==> src/rtl/midi_pkg.sv <==
// Shared constants and types for the key recorder / playback pair.
// Record and playback must agree on slot rate and memory depth.
package midi_pkg;

   localparam int ADDR_W           = 8;
   localparam int DEF_MAX_ADDR     = 128;
   localparam int DEF_SLOT_CYCLES  = 12500000;
   localparam int DEF_PULSE_CYCLES = 2;

   typedef enum logic [1:0] {
      IDLE,
      SLOT,
      DONE
   } pb_state_t;

endpackage

==> src/rtl/slot_timer.sv <==
// Free-running slot counter 0..SLOT_CYCLES-1 with synchronous clear.
// tick marks the last cycle of a slot while enabled.
module slot_timer #(
   parameter int SLOT_CYCLES = midi_pkg::DEF_SLOT_CYCLES,
   parameter int CNT_W       = $clog2(SLOT_CYCLES)
) (
   input  logic             CLOCK_50,
   input  logic             reset,
   input  logic             clr,
   input  logic             en,
   output logic [CNT_W-1:0] count,
   output logic             tick
);
   import midi_pkg::*;

   localparam logic [CNT_W-1:0] LAST = CNT_W'(SLOT_CYCLES - 1);

   assign tick = en && (count == LAST);

   always_ff @(posedge CLOCK_50 or negedge reset) begin
      if (!reset) begin
         count <= '0;
      end else if (clr) begin
         count <= '0;
      end else if (en) begin
         count <= tick ? '0 : count + 1'b1;
      end
   end

endmodule

==> src/rtl/playback.sv <==
// Replays the recorded 1-bit-per-slot key pattern from RecordMemory,
// emitting a fixed-length trigger pulse for every slot that holds a 1.
module playback #(
   parameter int ADDR_W       = midi_pkg::ADDR_W,
   parameter int MAX_ADDR     = midi_pkg::DEF_MAX_ADDR,
   parameter int SLOT_CYCLES  = midi_pkg::DEF_SLOT_CYCLES,
   parameter int PULSE_CYCLES = midi_pkg::DEF_PULSE_CYCLES
) (
   input  logic              CLOCK_50,
   input  logic              reset,
   input  logic              play,
   input  logic              stop,
   input  logic              loop,
   input  logic              rec_done,
   input  logic              mem_q,
   output logic [ADDR_W-1:0] mem_address,
   output logic              trigger,
   output logic              playing,
   output logic              done,
   output logic [ADDR_W-1:0] slot
);
   import midi_pkg::*;

   localparam int               CNT_W      = $clog2(SLOT_CYCLES);
   localparam logic [ADDR_W-1:0] LAST_ADDR  = ADDR_W'(MAX_ADDR);
   localparam logic [CNT_W-1:0]  SAMPLE_AT  = CNT_W'(1);
   localparam logic [CNT_W-1:0]  PULSE_FROM = CNT_W'(2);
   localparam logic [CNT_W-1:0]  PULSE_TO   = CNT_W'(2 + PULSE_CYCLES);

   pb_state_t         state_q, state_d;
   logic [ADDR_W-1:0] addr_d;
   logic              play_d;
   logic              sample_q;
   logic              trigger_d;
   logic              start, abort;
   logic              tmr_clr, tmr_en, tick;
   logic [CNT_W-1:0]  cnt;

   slot_timer #(
      .SLOT_CYCLES (SLOT_CYCLES),
      .CNT_W       (CNT_W)
   ) u_timer (
      .CLOCK_50 (CLOCK_50),
      .reset    (reset),
      .clr      (tmr_clr),
      .en       (tmr_en),
      .count    (cnt),
      .tick     (tick)
   );

   always_comb begin
      start     = play & ~play_d;
      abort     = stop | ((state_q == SLOT) & ~rec_done);
      state_d   = state_q;
      addr_d    = mem_address;
      trigger_d = 1'b0;
      tmr_en    = (state_q == SLOT);
      tmr_clr   = abort | (state_q != SLOT);

      if (abort) begin
         state_d = IDLE;
         addr_d  = '0;
      end else begin
         case (state_q)
            IDLE: begin
               if (start && rec_done) begin
                  state_d = SLOT;
                  addr_d  = '0;
               end
            end
            SLOT: begin
               // sample_q was captured at count 1; pulse spans counts PULSE_FROM+1..PULSE_TO
               trigger_d = sample_q && (cnt >= PULSE_FROM) && (cnt < PULSE_TO);
               if (tick) begin
                  if (mem_address != LAST_ADDR) begin
                     addr_d = mem_address + 1'b1;
                  end else if (loop) begin
                     addr_d = '0;
                  end else begin
                     state_d = DONE;
                  end
               end
            end
            DONE: begin
               if (!play) state_d = IDLE;
            end
            default: state_d = IDLE;
         endcase
      end
   end

   always_ff @(posedge CLOCK_50 or negedge reset) begin
      if (!reset) begin
         state_q     <= IDLE;
         mem_address <= '0;
         play_d      <= 1'b0;
         sample_q    <= 1'b0;
         trigger     <= 1'b0;
         playing     <= 1'b0;
         done        <= 1'b0;
      end else begin
         state_q     <= state_d;
         mem_address <= addr_d;
         play_d      <= play;
         if ((state_q == SLOT) && (cnt == SAMPLE_AT)) sample_q <= mem_q;
         trigger     <= trigger_d;
         playing     <= (state_d == SLOT);
         done        <= (state_d == DONE);
      end
   end

   assign slot = mem_address;

endmodule
==> config.mk <==
export PLATFORM = sky130hd
export DESIGN_NAME = playback
export DESIGN_NICKNAME = d
export VERILOG_FILES = /design/src/rtl/midi_pkg.sv /design/src/rtl/slot_timer.sv /design/src/rtl/playback.sv
export SDC_FILE = /design/constraint.sdc
export NUM_CORES = 1
export LEC_CHECK = 0
export CORE_UTILIZATION = 54
export DETAILED_ROUTE_END_ITERATION = 8
export GPL_ROUTABILITY_DRIVEN = 0
export PLACE_DENSITY = 0.78
export SLEW_MARGIN = 25
export SYNTH_ARGS = -nofsm -noshare
export SYNTH_HDL_FRONTEND = slang
export SYNTH_SLANG_ARGS = --single-unit
==> constraint.sdc <==
create_clock -name CLOCK_50 -period 4.4 [get_ports CLOCK_50]
set_input_delay 0.88 -clock CLOCK_50 [delete_from_list [all_inputs] [get_ports CLOCK_50]]
set_output_delay 0.88 -clock CLOCK_50 [all_outputs]
set_load 0.01 [all_outputs]
# Word level (Yosys, flattened, before mapping)

Index checks and enable logic that the tools add are counted.

Logic and storage cells: 56
Latch bits: 0
ROM bits: 0
Input port bits: 7
Output and inout port bits: 19
Memory bits (writable): 0
Register bits after elaboration: 39
Memories: 0

Multiplexer cells: 18
Equal/unequal tests: 11
Shifts and indexed selects: 0
Bitwise gates (word level): 6
Divide/modulo/power cells: 0
Reductions and logical operators: 9
Order comparisons: 2
Add/subtract/negate cells: 2
$mul: 0

Operator list:

| cell                  | number |
|---|---|
| $mux 24               | 3 |
| $mux 8                | 5 |
| $add 24x1->24 const B | 1 |
| $eq 24x1->1 const B   | 1 |
| $eq 24x24->1 const B  | 1 |
| $ge 24x2->1 const B   | 1 |
| $lt 24x3->1 const B   | 1 |
| $pmux 8 s2            | 1 |
| $mux 2                | 6 |
| $add 8x1->8 const B   | 1 |
| $ne 8x8->1 const B    | 1 |
| $ne 3x3->1 const B    | 2 |
| $pmux 2 s3            | 1 |
| $logic_and 1x1->1     | 5 |
| $eq 2x1->1 const B    | 2 |
| $eq 2x2->1 const B    | 2 |
| $ne 4x4->1 const B    | 1 |
| $reduce_and 4->1      | 1 |
| $reduce_bool 3->1     | 1 |
| $and 1x1->1           | 2 |
| $logic_not 2->1       | 1 |
| $mux 1                | 2 |
| $ne 2x1->1 const B    | 1 |
| $not 1->1             | 2 |
| 2 further kinds       | 3 |

# Logic depth before layout (Yosys ltp)

Gate-level depths: netlist (run 1).

Word-level depth: 7
Depth in mapped cells: 7
Gate-level depth less buffers: 6

# By module

Synthesis (run 1) repeated with hierarchy kept, for this count alone.

Cells, all modules: 239
Area, all modules: 2371.0 um^2

By module, submodules not included:

| module     | cells each | instances | area each (um^2) |
|---|---|---|---|
| slot_timer | 140        | 1         | 1381.3 |
| playback   | 99         | 1         | 989.7 |

# Worst setup path before layout (run 1)

OpenSTA, ideal clock, no wires.

Kind: register -> register
Start: reg u_timer.count[0]
End: reg mem_address[5]
Buffers on the path: 0
Clock period less this slack: 2017 ps
Cell stages (with the launch flop): 7
Path slack: 2383 ps
Library setup time: 135 ps
Arrival time: 1883 ps
Cell sequence: dfrtp_1 > ha_1 > and4_1 > nand4_1 > or4_4 > o311ai_1 > o31ai_1

Word-level cells in the longest chain between the ends: 4

RTL lines:

| what                       | RTL line         | source |
|---|---|---|
| start, declared            | slot_timer.sv:11 | `output logic [CNT_W-1:0] count,` |
| start signal, assigned     | slot_timer.sv:26 | `count <= tick ? '0 : count + 1'b1;` |
| $eq 24x24->1               | slot_timer.sv:18 | `assign tick = en && (count == LAST);` |
| $logic_and 1x1->1          | slot_timer.sv:18 |  |
| $ne 3x3->1 (no line)       | n/a              |  |
| $reduce_and 4->1 (no line) | n/a              |  |
| end signal, assigned       | playback.sv:103  | `mem_address <= addr_d;` |
| end, declared              | playback.sv:16   | `output logic [ADDR_W-1:0] mem_address,` |

Every way passes these cells.
A chain may end at the register's enable or synchronous reset.

# Worst setup path after layout (run 1)

Start: in stop
End: reg mem_address[5]

Word-level cells in the longest chain between the ends: 3
Elaborated cells on any way between the ends: 7
Classes of those cells: eq/ne: 3; mux: 1; bitwise: 1; reduce/logical: 2

RTL lines:

| what                                         | RTL line       | source |
|---|---|---|
| start, declared                              | playback.sv:12 | `input logic stop,` |
| $or 1x1->1 *                                 | playback.sv:53 | `abort = stop \| ((state_q == SLOT) & ~rec_done);` |
| $ne 4x4->1 (no line) (tied with other cells) | n/a            |  |
| $reduce_and 4->1 (no line)                   | n/a            |  |

Mark *: on every way between the ends. The rest lies on a longest branch, timed or not.

==> flow_metrics.py, run 1 <==
metrics = {
    "layout": {
        "area_growth_pct": 15.66,
        "final_nets": 253,
        "drive_gt1_frac": 0.07025,
        "diodes": 0,
        "multi_input_area_um2": 1033,
        "stdcell_count": 290,
        "final-seq-area_um2": 975.9,
        "nFillCells": 315,
    },
    "route": {
        "avgRoutedWirePerCell_um": 15.04,
        "vias": 1715,
        "drt_iter0_drc": 197,
        "finalWirelength_um": 4361,
        "ant_nets": 0,
        "vias_per_cell": 5.914,
        "drt-pass1-iter-count": 4,
        "drc": 0,
    },
    "sta": {
        "timing.final.crit_period_ps": 2510,
        "whs_ps": 522.9,
        "rsz0062_at_grt": "no",
        "tightest_slew_ps": 861.6,
        "drv_slew": 0,
        "worst_slack_ps": 1890,
        "min_period_over_period": 0.5705,
        "clock.fmax_mhz": 398.4,
        "hold_violations": 0,
        "finClkSkew_ps": 1.833,
        "setup_viol": 0,
        "maxSlewHeadroom": 0.4256,
        "fin_tns_setup_ps": 0,
    },
    "power_and_ir_drop": {
        "leakage_nw": 0.9769,
        "power_mw": 0.6491,
        "ir_drop_v": 0.0001772,
        "power_density_nw_per_um2": 265.1,
    },
    "clock_network": {
        "clk_latency_ps": 290,
        "cts_buffer_depth": 2,
        "path_clk_slew_ps": 70,
        "numClockSinks": 39,
        "post_cts_resized": 0,
        "htreeDepth": 2,
        "cts_tree": "done",
        "cts_buffers": 5,
        "cts_setup_buffers": 0,
        "clock_tree.root_cell": "clkbuf_8",
        "ctsHoldBuffers": 0,
    },
    "floorplan": {
        "rows": 22,
        "die-area_um2": 4175,
        "initial_core_util": 0.5697,
        "boundaryPins": 26,
        "die_h_um": 64.62,
        "core-area_um2": 3716,
        "die-width_um": 64.62,
    },
    "critical_path": {
        "crit_fanout": 7,
        "crit_required_ps": 4600,
        "cp-start-kind": "input port",
        "end_kind": "register",
        "worstSetupPathType": "in2reg",
        "arrival_ps": 2710,
    },
    "global_route": {
        "grt_pass1_wl_um": 7452,
        "antenna_found_initial": 0,
        "grt_pass1_vias": 1608,
        "grt_overflow_total": 0,
        "grt_max_degree": 40,
        "grtUsageTotal": 0.2333,
    },
    "synthesis": {
        "yosys_warnings": 0,
        "synth_area_um2": 2117,
        "synth_area_leaders": "dfrtp_1 (46%), xor2_1 (7.4%), nor2_1 (5.7%)",
        "syn_area_per_cell_um2": 9.579,
        "synth_cell_types": 38,
        "seq_area_frac_synth": 0.4610,
        "synth_top_cell_by_area": "dfrtp_1",
        "synth_flop_cell": "dfrtp_1",
        "synth_top_area_frac": 0.4610,
        "synth_edf_count": 0,
        "ys_ff_latch": 39,
        "async_flop_share": 1.000,
        "synth_nets": 233,
        "syn_inst": 221,
    },
    "placed_design": {
        "dp_hpwl_um": 2998,
        "dp.cells": 282,
        "io_buffers": 25,
        "place_ws_ps": 1631,
    },
    "job": {
        "maxCapViolCount": 0,
    },
    "hold_path": {
        "hold_class": "reg2reg",
    },
    "status": {
        "outcome": "completed",
    },
}
[per-layer routing]
layer / vias up / share of wire / track usage
met4: 0 / 0.011 / 0.09444
met5: - / 0 / 0
li1: 826 / - / -
met2: 59 / 0.49 / 0.3789
met1: 822 / 0.45 / 0.3073
met3: 8 / 0.046 / 0.04225
[synth_stat cells (5+ instances only)]
cell type,number
ha_1,5
nand2_1,17
dfrtp_1,39
nor4_1,7
nand3_1,19
nand4_1,9
inv_1,7
and4_1,5
o31ai_1,5
buf_4,10
nor2_1,32
xor2_1,18
[critical path: stages]
cell	delay (ps)
clkdlybuf4s50_1	520
nand4bb_1	380
a31oi_1	420
nand4_1	250
o31ai_1	270
[cell type report]
| class | instances | area share |
|---|---|---|
| tap | 48 | 0.02453 |
| multi-input combinational | 162 | 0.4221 |
| timing repair buffer | 26 | 0.1032 |
| clock buffer | 8 | 0.04088 |
| sequential | 39 | 0.3986 |
| inverter | 7 | 0.01073 |
[worst paths after layout]
| check | startpoint | endpoint | slack, ps | cells after the start |
|---|---|---|---|---|
| worst max-delay path | stop | mem_address[5] | 1890 | 5 |
| worst min register to register | sample_q | sample_q | 520 | 1 |
| worst min-delay path | sample_q | sample_q | 520 | 1 |
| min in group asynchronous | reset | done | 700 | 1 |
| worst max register to register | u_timer.count[1] | u_timer.count[16] | 2050 | 6 |
| max in group asynchronous | reset | u_timer.count[22] | 3160 | 1 |
[through the flow]
stage / cell area [um^2] / utilization
after global routing: 2449 / 0.6589
after detailed placement: 2349 / 0.6320
after CTS: 2449 / 0.6589
final: 2449 / 0.6589
after floorplan: 2117 / -
after global placement: 2342 / 0.6303
[state kept, by name (all words and copies together) (netlist names)]
signal	cells
state_q	2
u_timer.count	24
mem_address	8
done	1
sample_q	1
play_d	1
playing	1
trigger	1
[cells by family after synthesis]
family                   synth area share
buffers and inverters             0.05378
XOR/XNOR                          0.09101
AND/OR/NAND/NOR                    0.2801
multiplexers                     0.005319
AO/OA/AOI/OAI                     0.07920
adder cells (fa/ha/maj)           0.02955
flip-flops                         0.4610
[layout by cell type, fill, tap and decap left out, types with 2 or more instances in the layout]
master,netlist,routed
xnor2_1,4,4
clkbuf_8,0,7
nand4b_1,2,2
inv_1,7,7
nor4_1,7,6
nor4_2,2,3
nand3_1,19,19
and3_1,3,3
o211ai_1,3,3
nor2_1,32,32
nand2_1,17,17
nor2b_1,2,2
nor3_1,2,2
o31ai_1,5,5
o21ai_0,4,4
nand4_1,9,9
and4_1,5,5
o311ai_1,2,2
ha_1,5,5
clkdlybuf4s50_1,0,24
nor3b_1,2,2
dfrtp_1,39,39
a31oi_1,4,4
and2_1,3,3
xor2_1,18,18
[report_power, final]
| part | leakage [nW] | internal, mW | switching [mW] |
|---|---|---|---|
| Clock | 0.0515 | 0.143 | 0.122 |
| Combinational | 0.386 | 0.00831 | 0.0143 |
| Sequential | 0.540 | 0.360 | 0.00143 |
| Total | 0.977 | 0.511 | 0.138 |
Power figures use the tool's default switching activity.
==> inputs of run 2 (changes only) <==
CORE_UTILIZATION = 50   (was 54)
PLACE_DENSITY = 0.76   (was 0.78)
clock period = 2.3 ns   (was 4.4 ns; I/O delays follow)
==> run 2 against run 1 <==
First-iteration DRC count down 13%. Global-route usage down 0.66 points. Cell count up 4.8%. Worst hold slack worse by 240 ps. Register-to-register slack worse by 1800 ps. Count of clock-buffer cells in the layout unchanged. Clock skew up 6.4 ps. Power up 91%. Critical endpoint unchanged. Largest cell class unchanged. Highest routed layer unchanged.
==> flow_metrics.py, run 2 (same netlist as run 1, synthesis figures left out) <==
metrics = {
    "clock_network": {
        "cts_tree": "done",
        "ctsHoldBuffers": 0,
        "path_clk_slew_ps": 80,
        "htreeDepth": 2,
        "cts_buffer_depth": 2,
        "numClockSinks": 39,
        "cts_buffers": 5,
        "clk_latency_ps": 280,
        "clock_tree.root_cell": "clkbuf_8",
    },
    "layout": {
        "regMostFlops": "u_timer.count",
        "area_growth_pct": 21.10,
        "largestRegisters": "u_timer.count: 24 flops, mem_address: 8 flops, state_q: 2 flops",
        "layout_common_cells": "dfrtp_1 (39), nor2_1 (32), clkdlybuf4s50_1 (24)",
        "final_design_area_no_fill_um2": 2564,
        "final_nets": 265,
        "drive_gt1_frac": 0.1220,
        "final_common_cell": "dfrtp_1",
        "largest_reg_flops": 24,
        "diodes": 0,
    },
    "sta": {
        "setup_viol": 0,
        "tightest_slew_ps": 846.6,
        "worst_slack_ps": 205.3,
        "hold_violations": 0,
        "min_period_over_period": 0.9107,
        "maxSlewHeadroom": 0.4356,
        "drv_slew": 0,
        "timing.final.crit_period_ps": 2095,
        "clock.fmax_mhz": 477.4,
        "finClkSkew_ps": 8.247,
        "rsz0062_at_grt": "no",
        "fin_tns_setup_ps": 0,
    },
    "critical_path": {
        "critical_path.cell_chain": "ha_2 > and4_1 > nand4_1 > or4_4 > o311ai_2 > o31ai_1",
        "reg2regPathDepth": 6,
        "worstSetupPathType": "reg2reg",
        "crit_required_ps": 2460,
        "crit_slowest_cell": "or4_4",
        "crit_fanout": 5,
        "cp-start-kind": "register",
        "end_kind": "register",
        "crit_buf_inv": 0,
        "slowest_delay_ps": 560,
        "arrival_ps": 2250,
        "path_delay_family": "simple AND/OR/NAND/NOR gates",
        "cp_num_cells": 6,
    },
    "power_and_ir_drop": {
        "leakage_nw": 1.044,
        "power_frac_seq": 0.558,
        "p_clk_frac": 0.402,
        "power.internal_mw": 0.9835,
        "ir_drop_v": 0.0003672,
        "power_density_nw_per_um2": 483.5,
        "power_mw": 1.239,
        "p_switching_mw": 0.2560,
        "swShare": 0.2066,
        "share_comb_of_total_power": 0.040,
    },
    "route": {
        "vias": 1806,
        "drc": 0,
        "drt_iter0_drc": 172,
        "finalWirelength_um": 4458,
        "drt-pass1-iter-count": 4,
        "ant_nets": 0,
        "avgRoutedWirePerCell_um": 14.66,
        "vias_per_cell": 5.941,
    },
    "floorplan": {
        "die_h_um": 67.07,
        "core-area_um2": 4029,
        "rows": 23,
        "die-width_um": 67.07,
        "die-area_um2": 4498,
        "boundaryPins": 26,
        "initial_core_util": 0.5255,
    },
    "global_route": {
        "grt_pass1_vias": 1709,
        "grt_pass1_wl_um": 7714,
        "antenna_found_initial": 0,
        "grt_max_degree": 40,
        "grt_overflow_total": 0,
        "grtUsageTotal": 0.2267,
    },
    "placed_design": {
        "place_ws_ps": 83.50,
        "dp_hpwl_um": 3240,
        "io_buffers": 25,
        "dpl_cell_area_um2": 2440,
    },
    "status": {
        "outcome": "completed",
    },
    "job": {
        "maxCapViolCount": 0,
    },
    "hold_path": {
        "hold_class": "in2async",
    },
}
[run 2: stage by stage]
stage	utilization	instances	hold slack, ps
floorplan	-	221	164.4
global placement	0.6056	295	496.6
detailed placement	0.6056	295	499.4
CTS	0.6304	303	312.4
global route	0.6363	304	356.6
finish	0.6363	304	278.4
[run 2: final timing paths]
kind | start | endpoint | slack, ps
setup / recovery | u_timer.count[1] | mem_address[5] | 210
hold / removal | reset | playing | 280
setup reg to reg | u_timer.count[1] | mem_address[5] | 210
hold reg to reg | sample_q | sample_q | 530
max in group asynchronous | reset | u_timer.count[16] | 1490
min in group CLOCK_50 | sample_q | sample_q | 530
[run 2: timing repair]
item	in CTS	in global routing
resized for setup	0	3
endpoints found under the setup margin	0	4
setup buffers	0	1
[run 2: layer usage]
| layer | part of all wire | track usage | up-vias | routed length (um) |
|---|---|---|---|---|
| li1 | - | - | 849 | - |
| met1 | 0.44 | 0.2865 | 894 | 1973 |
| met2 | 0.51 | 0.3850 | 59 | 2287 |
| met3 | 0.040 | 0.04795 | 4 | 180 |
| met4 | 0.0036 | 0.06383 | 0 | 16 |
| met5 | 0 | 0 | - | 0 |
[run 2: power groups by stage]
stage / clock network, mW / registers [mW] / logic (mW)
floorplan: 0 / 0.704 / 0.0151
global placement: 0 / 0.705 / 0.0498
detailed placement: 0 / 0.705 / 0.0508
CTS: 0.511 / 0.691 / 0.0512
global route: 0.541 / 0.691 / 0.0564
finish: 0.498 / 0.691 / 0.0499
[run 2: layout make-up]
type / instances / area [um^2]
well taps: 50 / 62.56
inverters: 7 / 26.28
flip-flops and latches: 39 / 975.9
clock buffers: 8 / 100.1
repair buffers: 38 / 355.3
fillers: 332 / 1465
multi-input cells: 162 / 1044
[run 2: worst reg2reg max path, cell delays in order, from the launching register on]
cell      delay (ps)
dfrtp_1          380
ha_2             220
and4_1           270
nand4_1          160
or4_4            560
o311ai_2         300
o31ai_1          110
